### src/rtl/pe_mp_v2.sv
// pe_mp_v2 - weight-stationary systolic processing element, multi-precision MAC.
//
// A WBUF_DEPTH-deep circular queue of {weight, mode} pairs is staged behind the
// active weight. A switch pops the queue head into the active slot, and the MAC
// on that same cycle already uses the popped weight. Partial sums flow north to
// south, and activations flow west to east. Every output is registered.
//
// Ports
//   clk, rst            clock, synchronous active-high reset
//   pe_psum_in          signed partial sum from north (ACC_WIDTH)
//   pe_weight_in        weight from north (DATA_WIDTH)
//   pe_accept_w_in      enqueue pe_weight_in together with sys_mode
//   sys_mode            precision mode tag for the enqueued weight
//   pe_input_in         activation from west (DATA_WIDTH)
//   pe_valid_in         activation valid
//   pe_switch_in        promote queue head to active
//   pe_enabled          0 = freeze all state
//   clr_flags           clear sticky flags
//   pe_psum_out         partial sum to south
//   pe_weight_out       weight forwarded south (0 when not accepted)
//   pe_accept_w_out     accept forwarded south
//   pe_mode_out         mode forwarded south (0 when not accepted)
//   pe_input_out        activation to east
//   pe_valid_out        activation valid to east
//   pe_switch_out       switch forwarded
//   active_mode         mode of the active weight
//   wbuf_count          number of queued weights
//   ovf_sticky          accumulation overflow seen
//   wbuf_err            queue overflow or underflow seen
//
// Modes: 00 signed x signed, 01 unsigned act x signed weight,
//        10 2-lane signed dot product, 11 4-lane signed dot product.
module pe_mp_v2 #(
    parameter int DATA_WIDTH = 16,
    parameter int ACC_WIDTH  = 32,
    parameter int WBUF_DEPTH = 2,
    parameter int SATURATE   = 1
) (
    input  logic                          clk,
    input  logic                          rst,
    input  logic [ACC_WIDTH-1:0]          pe_psum_in,
    input  logic [DATA_WIDTH-1:0]         pe_weight_in,
    input  logic                          pe_accept_w_in,
    input  logic [1:0]                    sys_mode,
    input  logic [DATA_WIDTH-1:0]         pe_input_in,
    input  logic                          pe_valid_in,
    input  logic                          pe_switch_in,
    input  logic                          pe_enabled,
    input  logic                          clr_flags,
    output logic [ACC_WIDTH-1:0]          pe_psum_out,
    output logic [DATA_WIDTH-1:0]         pe_weight_out,
    output logic                          pe_accept_w_out,
    output logic [1:0]                    pe_mode_out,
    output logic [DATA_WIDTH-1:0]         pe_input_out,
    output logic                          pe_valid_out,
    output logic                          pe_switch_out,
    output logic [1:0]                    active_mode,
    output logic [$clog2(WBUF_DEPTH+1)-1:0] wbuf_count,
    output logic                          ovf_sticky,
    output logic                          wbuf_err
);

    localparam int CW = $clog2(WBUF_DEPTH + 1);
    localparam int PW = (WBUF_DEPTH > 1) ? $clog2(WBUF_DEPTH) : 1;
    localparam int HW = DATA_WIDTH / 2;
    localparam int QW = DATA_WIDTH / 4;
    localparam int XW = ACC_WIDTH + 1;

    localparam logic [ACC_WIDTH-1:0] ACC_MAX = {1'b0, {(ACC_WIDTH-1){1'b1}}};
    localparam logic [ACC_WIDTH-1:0] ACC_MIN = {1'b1, {(ACC_WIDTH-1){1'b0}}};

    // Queue storage and pointers
    logic [DATA_WIDTH-1:0] wq_w_q [WBUF_DEPTH];
    logic [1:0]            wq_m_q [WBUF_DEPTH];
    logic [PW-1:0]         head_q, head_d;
    logic [PW-1:0]         tail_q, tail_d;
    logic [CW-1:0]         count_q, count_d;

    // Active weight
    logic [DATA_WIDTH-1:0] act_w_q;
    logic [1:0]            act_m_q;

    // Registered outputs
    logic [ACC_WIDTH-1:0]  psum_q, psum_d;
    logic [DATA_WIDTH-1:0] wout_q;
    logic                  accout_q;
    logic [1:0]            mout_q;
    logic [DATA_WIDTH-1:0] inout_q;
    logic                  vout_q;
    logic                  swout_q;
    logic                  ovf_q, ovf_d;
    logic                  err_q, err_d;

    logic                  q_empty, q_full;
    logic                  pop_ok, push_ok, err_set;
    logic [DATA_WIDTH-1:0] eff_w;
    logic [1:0]            eff_m;

    logic signed [2*DATA_WIDTH-1:0] p00;
    logic signed [2*DATA_WIDTH:0]   p01;
    logic signed [DATA_WIDTH-1:0]   lp2;
    logic signed [HW-1:0]           lp4;
    logic signed [XW-1:0]           prod_x, sum_x;
    logic                           ovf_raw;

    function automatic logic [PW-1:0] ptr_inc(input logic [PW-1:0] p);
        return (p == PW'(WBUF_DEPTH - 1)) ? '0 : p + PW'(1);
    endfunction

    // Push and pop are both judged against the pre-edge count, so a pop on a
    // full queue makes room for a push in the same cycle.
    always_comb begin
        q_empty = (count_q == '0);
        q_full  = (count_q == CW'(WBUF_DEPTH));
        pop_ok  = pe_switch_in && !q_empty;
        push_ok = pe_accept_w_in && (!q_full || pop_ok);
        err_set = (pe_switch_in && q_empty) ||
                  (pe_accept_w_in && q_full && !pe_switch_in);
        head_d  = pop_ok  ? ptr_inc(head_q) : head_q;
        tail_d  = push_ok ? ptr_inc(tail_q) : tail_q;
        case ({push_ok, pop_ok})
            2'b10:   count_d = count_q + CW'(1);
            2'b01:   count_d = count_q - CW'(1);
            default: count_d = count_q;
        endcase
        eff_w = pop_ok ? wq_w_q[head_q] : act_w_q;
        eff_m = pop_ok ? wq_m_q[head_q] : act_m_q;
    end

    // Multi-precision MAC. Every product is widened to ACC_WIDTH+1 before the
    // psum add, so overflow shows up as disagreement of the top two bits.
    always_comb begin
        p00    = $signed(pe_input_in) * $signed(eff_w);
        p01    = $signed({1'b0, pe_input_in}) * $signed(eff_w);
        prod_x = '0;
        lp2    = '0;
        lp4    = '0;
        case (eff_m)
            2'b00: prod_x = XW'(p00);
            2'b01: prod_x = XW'(p01);
            2'b10: begin
                for (int i = 0; i < 2; i++) begin
                    lp2    = $signed(pe_input_in[i*HW +: HW]) * $signed(eff_w[i*HW +: HW]);
                    prod_x = prod_x + XW'(lp2);
                end
            end
            default: begin
                for (int i = 0; i < 4; i++) begin
                    lp4    = $signed(pe_input_in[i*QW +: QW]) * $signed(eff_w[i*QW +: QW]);
                    prod_x = prod_x + XW'(lp4);
                end
            end
        endcase
        sum_x   = prod_x + XW'($signed(pe_psum_in));
        ovf_raw = (sum_x[XW-1] != sum_x[XW-2]);
        if (ovf_raw && (SATURATE != 0))
            psum_d = sum_x[XW-1] ? ACC_MIN : ACC_MAX;
        else
            psum_d = sum_x[ACC_WIDTH-1:0];
    end

    // A set in the same cycle as clr_flags leaves the flag set.
    always_comb begin
        ovf_d = (ovf_q & ~clr_flags) | (pe_valid_in & ovf_raw);
        err_d = (err_q & ~clr_flags) | err_set;
    end

    always_ff @(posedge clk) begin
        if (rst) begin
            for (int i = 0; i < WBUF_DEPTH; i++) begin
                wq_w_q[i] <= '0;
                wq_m_q[i] <= '0;
            end
            head_q   <= '0;
            tail_q   <= '0;
            count_q  <= '0;
            act_w_q  <= '0;
            act_m_q  <= '0;
            psum_q   <= '0;
            wout_q   <= '0;
            accout_q <= 1'b0;
            mout_q   <= '0;
            inout_q  <= '0;
            vout_q   <= 1'b0;
            swout_q  <= 1'b0;
            ovf_q    <= 1'b0;
            err_q    <= 1'b0;
        end else if (pe_enabled) begin
            if (push_ok) begin
                wq_w_q[tail_q] <= pe_weight_in;
                wq_m_q[tail_q] <= sys_mode;
            end
            if (pop_ok) begin
                act_w_q <= eff_w;
                act_m_q <= eff_m;
            end
            head_q   <= head_d;
            tail_q   <= tail_d;
            count_q  <= count_d;
            wout_q   <= pe_accept_w_in ? pe_weight_in : '0;
            mout_q   <= pe_accept_w_in ? sys_mode : 2'b00;
            accout_q <= pe_accept_w_in;
            swout_q  <= pe_switch_in;
            psum_q   <= pe_valid_in ? psum_d : '0;
            inout_q  <= pe_valid_in ? pe_input_in : '0;
            vout_q   <= pe_valid_in;
            ovf_q    <= ovf_d;
            err_q    <= err_d;
        end else begin
            // Frozen: only the pulse-type outputs drop; everything else holds.
            vout_q   <= 1'b0;
            swout_q  <= 1'b0;
            accout_q <= 1'b0;
        end
    end

    assign pe_psum_out     = psum_q;
    assign pe_weight_out   = wout_q;
    assign pe_accept_w_out = accout_q;
    assign pe_mode_out     = mout_q;
    assign pe_input_out    = inout_q;
    assign pe_valid_out    = vout_q;
    assign pe_switch_out   = swout_q;
    assign active_mode     = act_m_q;
    assign wbuf_count      = count_q;
    assign ovf_sticky      = ovf_q;
    assign wbuf_err        = err_q;

endmodule

### config.mk
export PLATFORM = sky130hd
export DESIGN_NAME = pe_mp_v2
export DESIGN_NICKNAME = d
export VERILOG_FILES = /design/src/rtl/pe_mp_v2.sv
export SDC_FILE = /design/constraint.sdc
export NUM_CORES = 2
export LEC_CHECK = 0
export ABC_AREA = 1
export CAP_MARGIN = 20
export CORE_MARGIN = 2
export CORE_UTILIZATION = 46
export CTS_BUF_LIST = sky130_fd_sc_hd__clkbuf_4 sky130_fd_sc_hd__clkbuf_8 sky130_fd_sc_hd__clkbuf_16
export CTS_CLUSTER_DIAMETER = 120
export DETAILED_ROUTE_END_ITERATION = 7
export GPL_ROUTABILITY_DRIVEN = 0
export GPL_TIMING_DRIVEN = 0
export PLACE_DENSITY = 0.73
export SYNTH_ARGS = -nofsm -noshare
export SYNTH_HDL_FRONTEND = slang
export SYNTH_SLANG_ARGS = --single-unit
### constraint.sdc
create_clock -name clk -period 11.3 [get_ports clk]
set_clock_uncertainty 0.1 [all_clocks]
set_input_delay 1.695 -clock clk [delete_from_list [all_inputs] [get_ports clk]]
set_output_delay 1.695 -clock clk [all_outputs]
set_load 0.02 [all_outputs]
==> metrics.txt <==
status finished, violations left; failing checks design-rule violations; Setup Crit Path Kind in2reg; H-tree depth 4; Static Leak 15.49 nW; capturing point of the worst reg2reg path pe_psum_out[25]; Synth Warn # 0; Slew Viols, Final 0; Clock transition at path regs 60 ps; largest net degree at the start of global routing 20; async set-reset flop share out of synthesis 0%; fin crit share 97.83%; Worst Setup SP pe_input_in[12]; R2R cell count 51; hold slack 348.4 ps; VDD IR max 0.0002667 V; worst min path class reg2reg; first-pass GRT wire length 125800 µm; Core Box Area 57370 µm²; cell mode on critical path inv_1; Max-cap violations 0; Nets 4326; Hold Fails Final Rpt 0; I/O pin total 148; syn nets 4124; Iter 0 DRT Violations 2118; Fmax 90.46 MHz; TNS Setup 0 ps; most frequent cells in the layout inv_1, nand2_1, fa_1, nor2_1, ha_1; Required @ worst endpoint 11620 ps; GR Util met2 43.16%; Worst slew margin 33.78%; mapped cell area 26560 µm²; GRT met1 Usage 34.32%; total grt overflow 0; fill count 5263; Final ANT Viol Nets 0; cells after synthesis 3310; Least-Margin Pin Slew 993.3 ps; via/cell ratio 5.271; critical path capture point pe_psum_out[25]; register area share after synthesis 11.16%; Setup violations, final 0; Critical Path Source Type primary input; Setup Slack @ Placement -1954 ps; pwr dens 301.5 nW/µm²; die area 59680 µm²; # rows 88; max incr delay on CP 720 ps; Area Growth Syn to Fin 15.11%; CTS Sinks 130; share of cells above drive strength 1 7.121%; cts bufs inserted 17; Distinct cells, synth 54; # DRC 18; critical path fanouts, max 10; hold buffer count at CTS 0; CTS tree yes; CP max-delay cell clkinv_1; Synth Register Bits 130; root buf cell clkbuf_16; via count 22620; Pre-antenna DRT Iters 8; Die Height 244.3 µm; DP Wirelength 68800 µm; post-layout min period 11050 ps; Overall Power 0.009219 W; I/O Buffers 140; WP data arrival 11370 ps; total routed wirelength 82620 µm; M3 GR Usage 8.824%; syn_area_per_cell 8.024 µm²; Initial Util 46.30%; worst-case clock buffer depth 2; Avg WL per Cell 19.25 µm; Primary FF master, synth dfxtp_1; Setup crit end kind flop; initial antenna violation count 4; worst skew pair latency 480 ps; most common cell after layout, fill and taps aside inv_1; final worst slack 245.3 ps; flop2flop setup slack 1250 ps; vias in the first global route 22760; Die Span X 244.3 µm; EDFF count, synth 36; most used routing layer met2; gr usage total 27.99%
-- worst max-delay path: cells and delay by family --
kind | cells | cell delay [ps]
AO/OA/AOI/OAI | 8 | 1320
buffers and inverters | 13 | 2460
AND/OR/NAND/NOR | 15 | 2160
adder cells (fa/ha/maj) | 8 | 3710
-- registers in the layout (all words and copies together) (netlist names), named ones only --
name and cells:
pe_mode_out 2, head_q 1, pe_switch_out 1, act_w_q 16, pe_input_out 16, wq_m_q 4
ovf_sticky 1, wbuf_err 1, wbuf_count 2, tail_q 1, pe_accept_w_out 1, pe_psum_out 32
active_mode 2, pe_valid_out 1, pe_weight_out 16, wq_w_q 32
-- logic make-up after synthesis --
kind of cell	share of synthesized area [%]
and+or+nand+nor	15.63
buffers and inverters	13.60
adders and majority gates	48.81
AOI/OAI and AO/OA	8.093
DFF	11.16
xor gates and xnor gates	2.671
muxes	0.03769
-- worst min path at each step --
stage	from	end	slack, ps	cells past startpoint
floorplan	act_w_q[0]	act_w_q[0]	320	2
global placement	act_w_q[0]	act_w_q[0]	340	2
detailed placement	act_w_q[0]	act_w_q[0]	340	2
CTS	act_w_q[0]	act_w_q[0]	350	2
global route	pe_psum_out[5]	pe_psum_out[5]	360	2
finish	act_w_q[0]	act_w_q[0]	350	2
-- through the flow --
step,utilization (%),area [µm²],std cells
5_1_grt,53.29,30570,4290
4_1_cts,51.95,29800,4252
3_5_place_dp,50.50,28970,4219
3_3_place_gp,50.41,28920,4215
2_1_floorplan,-,26560,3310
6_report,53.30,30570,4292
-- cells in the mapped netlist, drive strengths merged, types with 10 or more instances --
cell | n | share of area [%]
xor2 | 46 | 1.5
buf | 23 | 0.54
or2 | 24 | 0.57
o21bai | 14 | 0.40
inv | 865 | 12
xnor2 | 35 | 1.2
o211ai | 10 | 0.28
o21ai | 148 | 2.8
nor2 | 311 | 4.5
dfxtp | 94 | 7.1
nor3 | 11 | 0.21
nand2 | 572 | 8.1
edfxtp | 36 | 4.1
ha | 249 | 12
fa | 492 | 37
nand3 | 90 | 1.8
clkbuf | 50 | 0.71
a21oi | 153 | 2.9
a31oi | 18 | 0.42
-- area by class of cell --
type	instances	area, µm²	share of cell area (%)
multi-input combinational	2234	20480	67.00
buffer	71	440.4	1.440
inverter	874	3312	10.83
timing repair inverter	1	5.005	0.01637
clock inverter	12	157.7	0.5156
antenna	2	5.005	0.01637
tap	765	957.2	3.131
timing repair buffer	183	1773	5.799
sequential	130	2963	9.691
clock buffer	20	478.0	1.563
-- per-layer routing --
layer | wire length, µm | share of wire [%]
met1 | 30860 | 37
met2 | 36370 | 44
met3 | 9523 | 12
met4 | 5839 | 7.1
met5 | 23 | 0.028
-- repair_timing --
item,4_1_cts,5_1_grt
buffers inserted,3,36
setup endpoints to repair,33,33
pin swaps,2,16
gates resized for setup,65,148
gates cloned,0,2
-- power breakdown --
part | total, W | leakage (nW) | switching [W] | internal [W]
sequential | 0.000546 | 1.14 | 0.0000199 | 0.000526
clock | 0.000610 | 0.315 | 0.000252 | 0.000358
combinational | 0.00806 | 14.0 | 0.00509 | 0.00297
(Power assumes the default switching activity.)
